<file path="src/rtl/reg8file_scan_if.sv">
// reg8file_scan_if
//   Beat stream from the register-file scanner to its consumer.
//   Parameters:
//     DW - payload width (register file word width)
//     AW - register index width
//   Signals:
//     out_data  - beat payload (register contents or checksum)
//     out_idx   - register index the beat belongs to
//     out_valid - beat valid
//     out_ready - consumer accepts the beat
//     out_last  - final beat of the scan
//     out_csum  - beat carries the XOR checksum rather than register data
//   Modports:
//     master - the scanner (drives the beat, samples out_ready)
//     slave  - the consumer
interface reg8file_scan_if #(
  parameter int DW = 8,
  parameter int AW = 3
);
  logic [DW-1:0] out_data;
  logic [AW-1:0] out_idx;
  logic          out_valid;
  logic          out_ready;
  logic          out_last;
  logic          out_csum;

  modport master (
    output out_data,
    output out_idx,
    output out_valid,
    output out_last,
    output out_csum,
    input  out_ready
  );

  modport slave (
    input  out_data,
    input  out_idx,
    input  out_valid,
    input  out_last,
    input  out_csum,
    output out_ready
  );
endinterface

</file>
<file path="src/rtl/reg8file_scan.sv">
// reg8file_scan
//   Read-side sequencer for an 8x8 register file. A start request latches a
//   first/last index pair; the block then walks the file's read select from
//   first to last (wrapping past the top index) and emits one beat per
//   register on a valid/ready stream.
//
//   Optional feature: define REG8FILE_SCAN_CSUM_EN to append one checksum
//   beat (XOR of all data beats) after the last data beat. Without it the
//   checksum state and accumulator do not exist and out_csum is tied low.
//
//   Ports:
//     clk    - rising-edge clock
//     clr    - asynchronous active-low reset
//     start  - scan request, sampled only while idle
//     first  - first index of the scan, latched with start
//     last   - last index of the scan, latched with start
//     busy   - scan in progress
//     rsel   - registered read select to the register file
//     rdata  - combinational read data from the register file
//     done   - one-cycle pulse in the first idle cycle after the scan
//     stream - beat output (master side of reg8file_scan_if)
module reg8file_scan #(
  parameter int DW = 8,
  parameter int AW = 3
) (
  input  logic          clk,
  input  logic          clr,
  input  logic          start,
  input  logic [AW-1:0] first,
  input  logic [AW-1:0] last,
  output logic          busy,
  output logic [AW-1:0] rsel,
  input  logic [DW-1:0] rdata,
  output logic          done,
  reg8file_scan_if.master stream
);

`ifdef REG8FILE_SCAN_CSUM_EN
  typedef enum logic [1:0] {IDLE, READ, OUT, CSUM} state_t;
`else
  typedef enum logic [1:0] {IDLE, READ, OUT} state_t;
`endif

  state_t        state;
  logic [AW-1:0] last_idx;

`ifdef REG8FILE_SCAN_CSUM_EN
  logic [DW-1:0] acc;
`else
  assign stream.out_csum = 1'b0;
`endif

  always_ff @(posedge clk or negedge clr) begin
    if (!clr) begin
      state            <= IDLE;
      busy             <= 1'b0;
      done             <= 1'b0;
      rsel             <= '0;
      last_idx         <= '0;
      stream.out_data  <= '0;
      stream.out_idx   <= '0;
      stream.out_valid <= 1'b0;
      stream.out_last  <= 1'b0;
`ifdef REG8FILE_SCAN_CSUM_EN
      stream.out_csum  <= 1'b0;
      acc              <= '0;
`endif
    end else begin
      done <= 1'b0;
      case (state)
        IDLE: begin
          // rsel is only touched when a scan is accepted, so it keeps
          // pointing at the last register read while idle.
          if (start) begin
            last_idx <= last;
            rsel     <= first;
            busy     <= 1'b1;
`ifdef REG8FILE_SCAN_CSUM_EN
            acc      <= '0;
`endif
            state    <= READ;
          end
        end

        READ: begin
          // rsel was registered last cycle, so rdata is settled here.
          stream.out_data  <= rdata;
          stream.out_idx   <= rsel;
          stream.out_valid <= 1'b1;
`ifdef REG8FILE_SCAN_CSUM_EN
          stream.out_last  <= 1'b0;
          stream.out_csum  <= 1'b0;
`else
          stream.out_last  <= (rsel == last_idx);
`endif
          state <= OUT;
        end

        OUT: begin
          if (stream.out_valid && stream.out_ready) begin
            stream.out_valid <= 1'b0;
`ifdef REG8FILE_SCAN_CSUM_EN
            acc <= acc ^ stream.out_data;
`endif
            if (rsel == last_idx) begin
`ifdef REG8FILE_SCAN_CSUM_EN
              state <= CSUM;
`else
              state <= IDLE;
              busy  <= 1'b0;
              done  <= 1'b1;
`endif
            end else begin
              // Natural overflow of the AW-bit select gives the 7 -> 0 wrap.
              rsel  <= rsel + 1'b1;
              state <= READ;
            end
          end
        end

`ifdef REG8FILE_SCAN_CSUM_EN
        CSUM: begin
          // First cycle loads the checksum beat (acc already holds the last
          // data beat), then it waits for its handshake like any data beat.
          if (!stream.out_valid) begin
            stream.out_data  <= acc;
            stream.out_idx   <= last_idx;
            stream.out_csum  <= 1'b1;
            stream.out_last  <= 1'b1;
            stream.out_valid <= 1'b1;
          end else if (stream.out_ready) begin
            stream.out_valid <= 1'b0;
            state            <= IDLE;
            busy             <= 1'b0;
            done             <= 1'b1;
          end
        end
`endif

        default: begin
          state <= IDLE;
        end
      endcase
    end
  end

endmodule

</file>
<file path="src/flat_wrapper.sv">
// flat-port wrapper written by rule: the top's interface ports become plain ports
module reg8file_scan_flat 
#(
  parameter int DW = 8,
  parameter int AW = 3
)
  (clk, clr, start, first, last, busy, rsel, rdata, done, stream_out_data, stream_out_idx, stream_out_valid, stream_out_last, stream_out_csum, stream_out_ready);
  reg8file_scan_if #(.DW(DW), .AW(AW)) stream_i ();
  input  logic clk;
  input  logic clr;
  input  logic start;
  input  logic [AW-1:0] first;
  input  logic [AW-1:0] last;
  output logic busy;
  output logic [AW-1:0] rsel;
  input  logic [DW-1:0] rdata;
  output logic done;
  output wire logic [$bits(stream_i.out_data)-1:0] stream_out_data;
  output wire logic [$bits(stream_i.out_idx)-1:0] stream_out_idx;
  output wire logic [$bits(stream_i.out_valid)-1:0] stream_out_valid;
  output wire logic [$bits(stream_i.out_last)-1:0] stream_out_last;
  output wire logic [$bits(stream_i.out_csum)-1:0] stream_out_csum;
  input wire logic [$bits(stream_i.out_ready)-1:0] stream_out_ready;
  assign stream_out_data = stream_i.out_data;
  assign stream_out_idx = stream_i.out_idx;
  assign stream_out_valid = stream_i.out_valid;
  assign stream_out_last = stream_i.out_last;
  assign stream_out_csum = stream_i.out_csum;
  assign stream_i.out_ready = stream_out_ready;
  reg8file_scan #(.DW(DW), .AW(AW)) u_core (.clk(clk), .clr(clr), .start(start), .first(first), .last(last), .busy(busy), .rsel(rsel), .rdata(rdata), .done(done), .stream(stream_i));
endmodule
</file>
<file path="config.mk">
export PLATFORM = sky130hd
export DESIGN_NAME = reg8file_scan_flat
export DESIGN_NICKNAME = d
export VERILOG_FILES = /design/src/rtl/reg8file_scan_if.sv /design/src/rtl/reg8file_scan.sv /design/src/flat_wrapper.sv
export SDC_FILE = /design/constraint.sdc
export NUM_CORES = 1
export LEC_CHECK = 0
export CAP_MARGIN = 20
export CORE_UTILIZATION = 43
export DETAILED_ROUTE_END_ITERATION = 16
export GPL_TIMING_DRIVEN = 1
export PLACE_DENSITY = 0.87
export SYNTH_ARGS = -nofsm -noshare
export SYNTH_HDL_FRONTEND = slang
export SYNTH_SLANG_ARGS = --single-unit
</file>
<file path="constraint.sdc">
create_clock -name clk -period 1.82 [get_ports clk]
set_clock_uncertainty 0.05 [all_clocks]
set_input_delay 0.182 -clock clk [delete_from_list [all_inputs] [get_ports clk]]
set_output_delay 0.182 -clock clk [all_outputs]
set_load 0.02 [all_outputs]
</file>
==> Word-level counts from Yosys, hierarchy flattened <==
Cells that the tools add are included.
{ "word_totals": {"register_bits": 23, "inputBits": 18, "output_inout_bits": 19} }
{ "op_classes": {"n_addsub": 1, "eq_ne": 7, "muxes": 17, "n_reduce_logical": 9} }
{ "op_table": {"columns": ["op", "n"], "rows": [
  ["2-to-1 mux 3 bit", 3],
  ["2-to-1 mux 1 bit", 8],
  ["AND reduction 4 bit", 2],
  ["one-hot mux 2 bit (3 select lines)", 1],
  ["one-hot mux 3 bit (2 select lines)", 1],
  ["AND reduction 2 bit", 3],
  ["2-to-1 mux 2 bit", 2],
  ["!= test 2 x 1 -> 1 bit (second input constant)", 2],
  ["!= test 2 bit (second input constant)", 2],
  ["one-hot mux 1 bit (2 select lines)", 2],
  ["nonzero test 2 bit", 2],
  ["adder 3 x 1 -> 3 bit (second input constant)", 1],
  ["== test 3 bit", 1],
  ["== test 2 x 1 -> 1 bit (second input constant)", 1],
  ["== test 2 bit (second input constant)", 1],
  ["zero test 2 bit", 1],
  ["logical AND 1 bit", 1]
]} }

==> Depth between registers and ports, before layout <==
{ "logic_depth": {"word_depth": 4, "ltp_mapped": 5, "depth_no_buf": 5} }

==> Worst setup path before layout <==
No wires, ideal clock.
{ "synth_path": {"path_type": "register to register", "start": "register u_core.rsel[0]", "end": "register u_core.rsel[2]", "setup_ns": 0.121, "arrival_time_ns": 1.255, "t_required_ns": 1.649, "setup_slack_ns": 0.393, "stages_incl_launch_ff": 5, "path_buffers": 0, "cell_sequence": "dfrtp_1 > xnor2_1 > a31oi_1 > o21ba_2 > o22a_1"} }
{ "synth_via": {"elab_chain_cells": 4, "elab_cells_between_ends": 7, "cone_classes": "add/sub: 1; eq/ne: 2; mux: 3; reduce/logical: 1"} }
{ "synth_lines": {"columns": ["element", "line_no", "source"], "rows": [
  ["start, declared", "reg8file_scan.sv:32", "output logic [AW-1:0] rsel,"],
  ["start signal, assigned", "reg8file_scan.sv:76", "rsel <= first;"],
  ["start signal, assigned", "reg8file_scan.sv:115", "rsel <= rsel + 1'b1;"],
  ["adder 3 x 1 -> 3 bit", "reg8file_scan.sv:115", null],
  ["2-to-1 mux 3 bit", "reg8file_scan.sv:105", "if (rsel == last_idx) begin"],
  ["2-to-1 mux 3 bit", "reg8file_scan.sv:100", "if (stream.out_valid && stream.out_ready) begin"],
  ["one-hot mux 3 bit (2 select lines)", "reg8file_scan.sv:70", "case (state)"]
]} }
Several ways; a longest one is shown, not always the timed one. The select of a mux whose other input is x is not followed.
A chain may end at the register's enable or synchronous reset.

==> Final worst setup path <==
{ "layout_path": {"start": "register u_core.rsel[0]", "end": "output port rsel[0]"} }
{ "layout_rtl": {"columns": ["element", "line_no", "source"], "rows": [
  ["end, declared", "flat_wrapper.sv:15", "output logic [AW-1:0] rsel;"]
]} }
No word-level cell between the ends.

==> reports/results.txt <==
Status: finished clean
DRC Markers: 0
Setup Buffers After CTS: 0
Crit path launch: u_core.rsel[0]$_DFFE_PN0P_
Psw: 1.03 mW
Clock power frac: 0.092
Final setup viols: 0
Antenna-violating nets left: 0
Initial Util: 0.458
Cells after Synth: 77
Crit path DAT: 1440 ps
Critical path data required time: 1590 ps
Flops & latches, synth: 23
Worst Reg2Reg Path Length in Cells: 4
Cts hold-fix bufs: 0
Die Wd: 50.8 µm
Endpoint type of the worst setup path: primary output
Post-synthesis sequential area ratio: 0.562
GRT Resource Usage Total: 0.171
Total Neg Setup Slack: 0 ps
Die area: 2580 µm²
Synth warnings: 0
Critical path's largest stage delay: 650 ps
RR Endpoint: u_core.busy$_DFFE_PN0P_
Mux contribution to synthesized area: 0.164
Worst-path clk slew: 130 ps
Slowest-stage cell, CP: clkdlybuf4s50_1
Tmin final: 1670 ps
H-tree Lvls: 1
Fin. Hold Viols: 0
Slew Viols, Final: 0
Final wirelength: 1980 µm
Syn Std Cell Area: 1020 µm²
CTS tree: yes
Clock tree root driver cell: clkbuf_4
Syn nets: 96
CP Buf/Inv Count: 1
Area of the multi-input gates: 407 µm²
Maxcap violations: 0
# port buffers: 35
Avg Cell Area, Syn: 13.3 µm²
WL/cell: 13.8 µm
Fin nets: 135
Worst hold path type: input pin to async pin
Comb pwr share: 0.541
Startpoint types: flop
Gpl congestion: 0.808
Final Cycle Share: 0.919
Die Y: 50.8 µm
Synth unique cells: 24
GRT overflow: 0
Sequential cell area: 576 µm²
Core area: 2230 µm²
Achievable Freq: 598 MHz
P_int: 1.57 mW
Clock latency at the later pin of the worst-skew pair: 320 ps
Layout fillers: 198
Vias after detailed routing: 744
Complex-gate fraction of the synthesized area: 0.117
Power Total: 2.60 mW
Largest net degree at the start of global routing: 24
Pwr dens: 1830 nW/µm²
Total CTS buffers: 3
Worst Path Max Fanout: 6
I/O Pins: 37
Cell depth of the worst setup path: 1
# resized after CTS: 0
WS Path Type: flop to primary output
Seq pwr share: 0.366
Vias in the first global route: 729
Simple-gate portion of the synthesized area: 0.0746
Largest family of logic cells by synthesized area: multiplexers
Row cnt: 17
Critical path endpoint: rsel[0]
Reg2reg setup slack: 260 ps
Initial antenna violation count: 0
Clock tree buffer depth: 2
Sw Ratio: 0.395
Share of cells above drive strength 1: 0.209
Global-route wire length before repair: 3190 µm
Post-synthesis xor/xnor area fraction: 0.0257
Iteration-0 DRC Markers: 26
Reg2reg start: u_core.rsel[0]$_DFFE_PN0P_
Vias per cell: 5.20
Post-DP HPWL: 1480 µm
N_diodes: 0
Crit-path cells: clkdlybuf4s50_1
RSZ-0062 raised after global routing: false
Detailed-router iteration count before antenna repair: 4
Area delta synth->final: 39.1%
Clk sink count: 23
Worst vdd ir: 1.16 mV
Leak: 0.580 nW
Post-Synth Adder-Cell Area: 0.0122
Largest delay contributor family on the critical path: buffers and inverters
-- stage by stage --
stage	hold slack, ps	area [µm²]	instances	setup WS (ps)	utilization
2_1_floorplan	-164	1020	77	393	-
3_3_place_gp	440	1400	139	239	0.626
3_5_place_dp	446	1400	139	168	0.626
4_1_cts	156	1420	143	139	0.638
5_1_grt	177	1420	143	78.9	0.638
6_report	146	1420	143	148	0.638
-- flip-flops by register name, summed over array words and instances, names as in the netlist --
signal,flops
u_core.stream.out_data,8
u_core.last_idx,3
u_core.rsel,3
u_core.stream.out_idx,3
u_core.state,2
u_core.busy,1
u_core.done,1
u_core.stream.out_last,1
u_core.stream.out_valid,1
-- cells by family (layout without fill, tap and decap cells) --
kind of cell	count (synthesis)	after routing
xor+xnor	3	3
simple gates	14	14
buf+inv	7	45
other cells	1	1
fa+ha+maj	1	1
flops	23	23
mux	15	15
compound gates	13	13
-- power by group through the flow --
stage / Combinational [mW] / Sequential, mW / Clock, mW
finish: 1.41 / 0.952 / 0.240
global route: 1.50 / 0.992 / 0.259
CTS: 1.41 / 0.958 / 0.243
detailed placement: 1.40 / 0.970 / 0
global placement: 1.36 / 0.951 / 0
floorplan: 0.668 / 1.16 / 0
-- per-layer routing --
layer / share of wire / GRT usage / up-vias
met3: 0.046 / 0.0273 / 3
met5: 0 / 0 / -
li1: - / - / 345
met4: 0.016 / 0.0833 / 0
met2: 0.50 / 0.284 / 33
met1: 0.44 / 0.214 / 363
-- synth_stat cells --
cell / number / area [µm²]
nor3_1: 1 / 5.00
o22a_1: 3 / 26.3
nor2_1: 6 / 22.5
conb_1: 1 / 3.75
o21ba_2: 1 / 10.0
a41oi_2: 1 / 16.3
inv_1: 4 / 15.0
dfrtp_1: 23 / 576
a31oi_4: 1 / 21.3
a21o_1: 1 / 7.51
a31oi_1: 4 / 25.0
a2bb2oi_1: 1 / 8.76
ha_1: 1 / 12.5
nand2_1: 3 / 11.3
nor2b_4: 1 / 13.8
nand3_1: 1 / 5.00
buf_4: 2 / 15.0
nor3b_2: 1 / 12.5
mux2i_1: 1 / 10.0
xnor2_1: 3 / 26.3
mux2_2: 14 / 158
a21oi_1: 1 / 5.00
nand2b_1: 1 / 6.26
buf_6: 1 / 11.3
-- area by class of cell --
| type | count | share of cell area |
|---|---|---|
| inverter | 4 | 0.0105 |
| sequential | 23 | 0.404 |
| timing repair buffer | 37 | 0.257 |
| clock buffer | 4 | 0.0185 |
| tap | 28 | 0.0246 |
| multi-input combinational | 47 | 0.286 |
-- how the worst min path moves through the flow --
stage                                       endpoint  slack (ps)  cells after the start
3_3_place_gp   u_core.stream.out_data[4]$_DFFE_PN0P_         440                      1
4_1_cts                   u_core.rsel[1]$_DFFE_PN0P_         160                      2
6_report              u_core.last_idx[0]$_DFFE_PN0P_         150                      2
2_1_floorplan                u_core.busy$_DFFE_PN0P_        -160                      0
5_1_grt                   u_core.rsel[1]$_DFFE_PN0P_         180                      2
3_5_place_dp    u_core.stream.out_idx[2]$_DFFE_PN0P_         450                      1
-- placed cells by master (no fill, tap or decap), drive strengths merged --
master and n:
clkdlybuf4s50 35, dfrtp 23, mux2 14, nor2 6
a31oi 5, inv 4, clkbuf 4, xnor2 3
nand2 3, o22a 3, buf 2, nand2b 1
nand3 1, nor3 1, nor2b 1, nor3b 1
a41oi 1, mux2i 1, o21ba 1, a2bb2oi 1
a21o 1, a21oi 1, ha 1, conb 1
No activity file was read; power rests on OpenSTA's default activity.
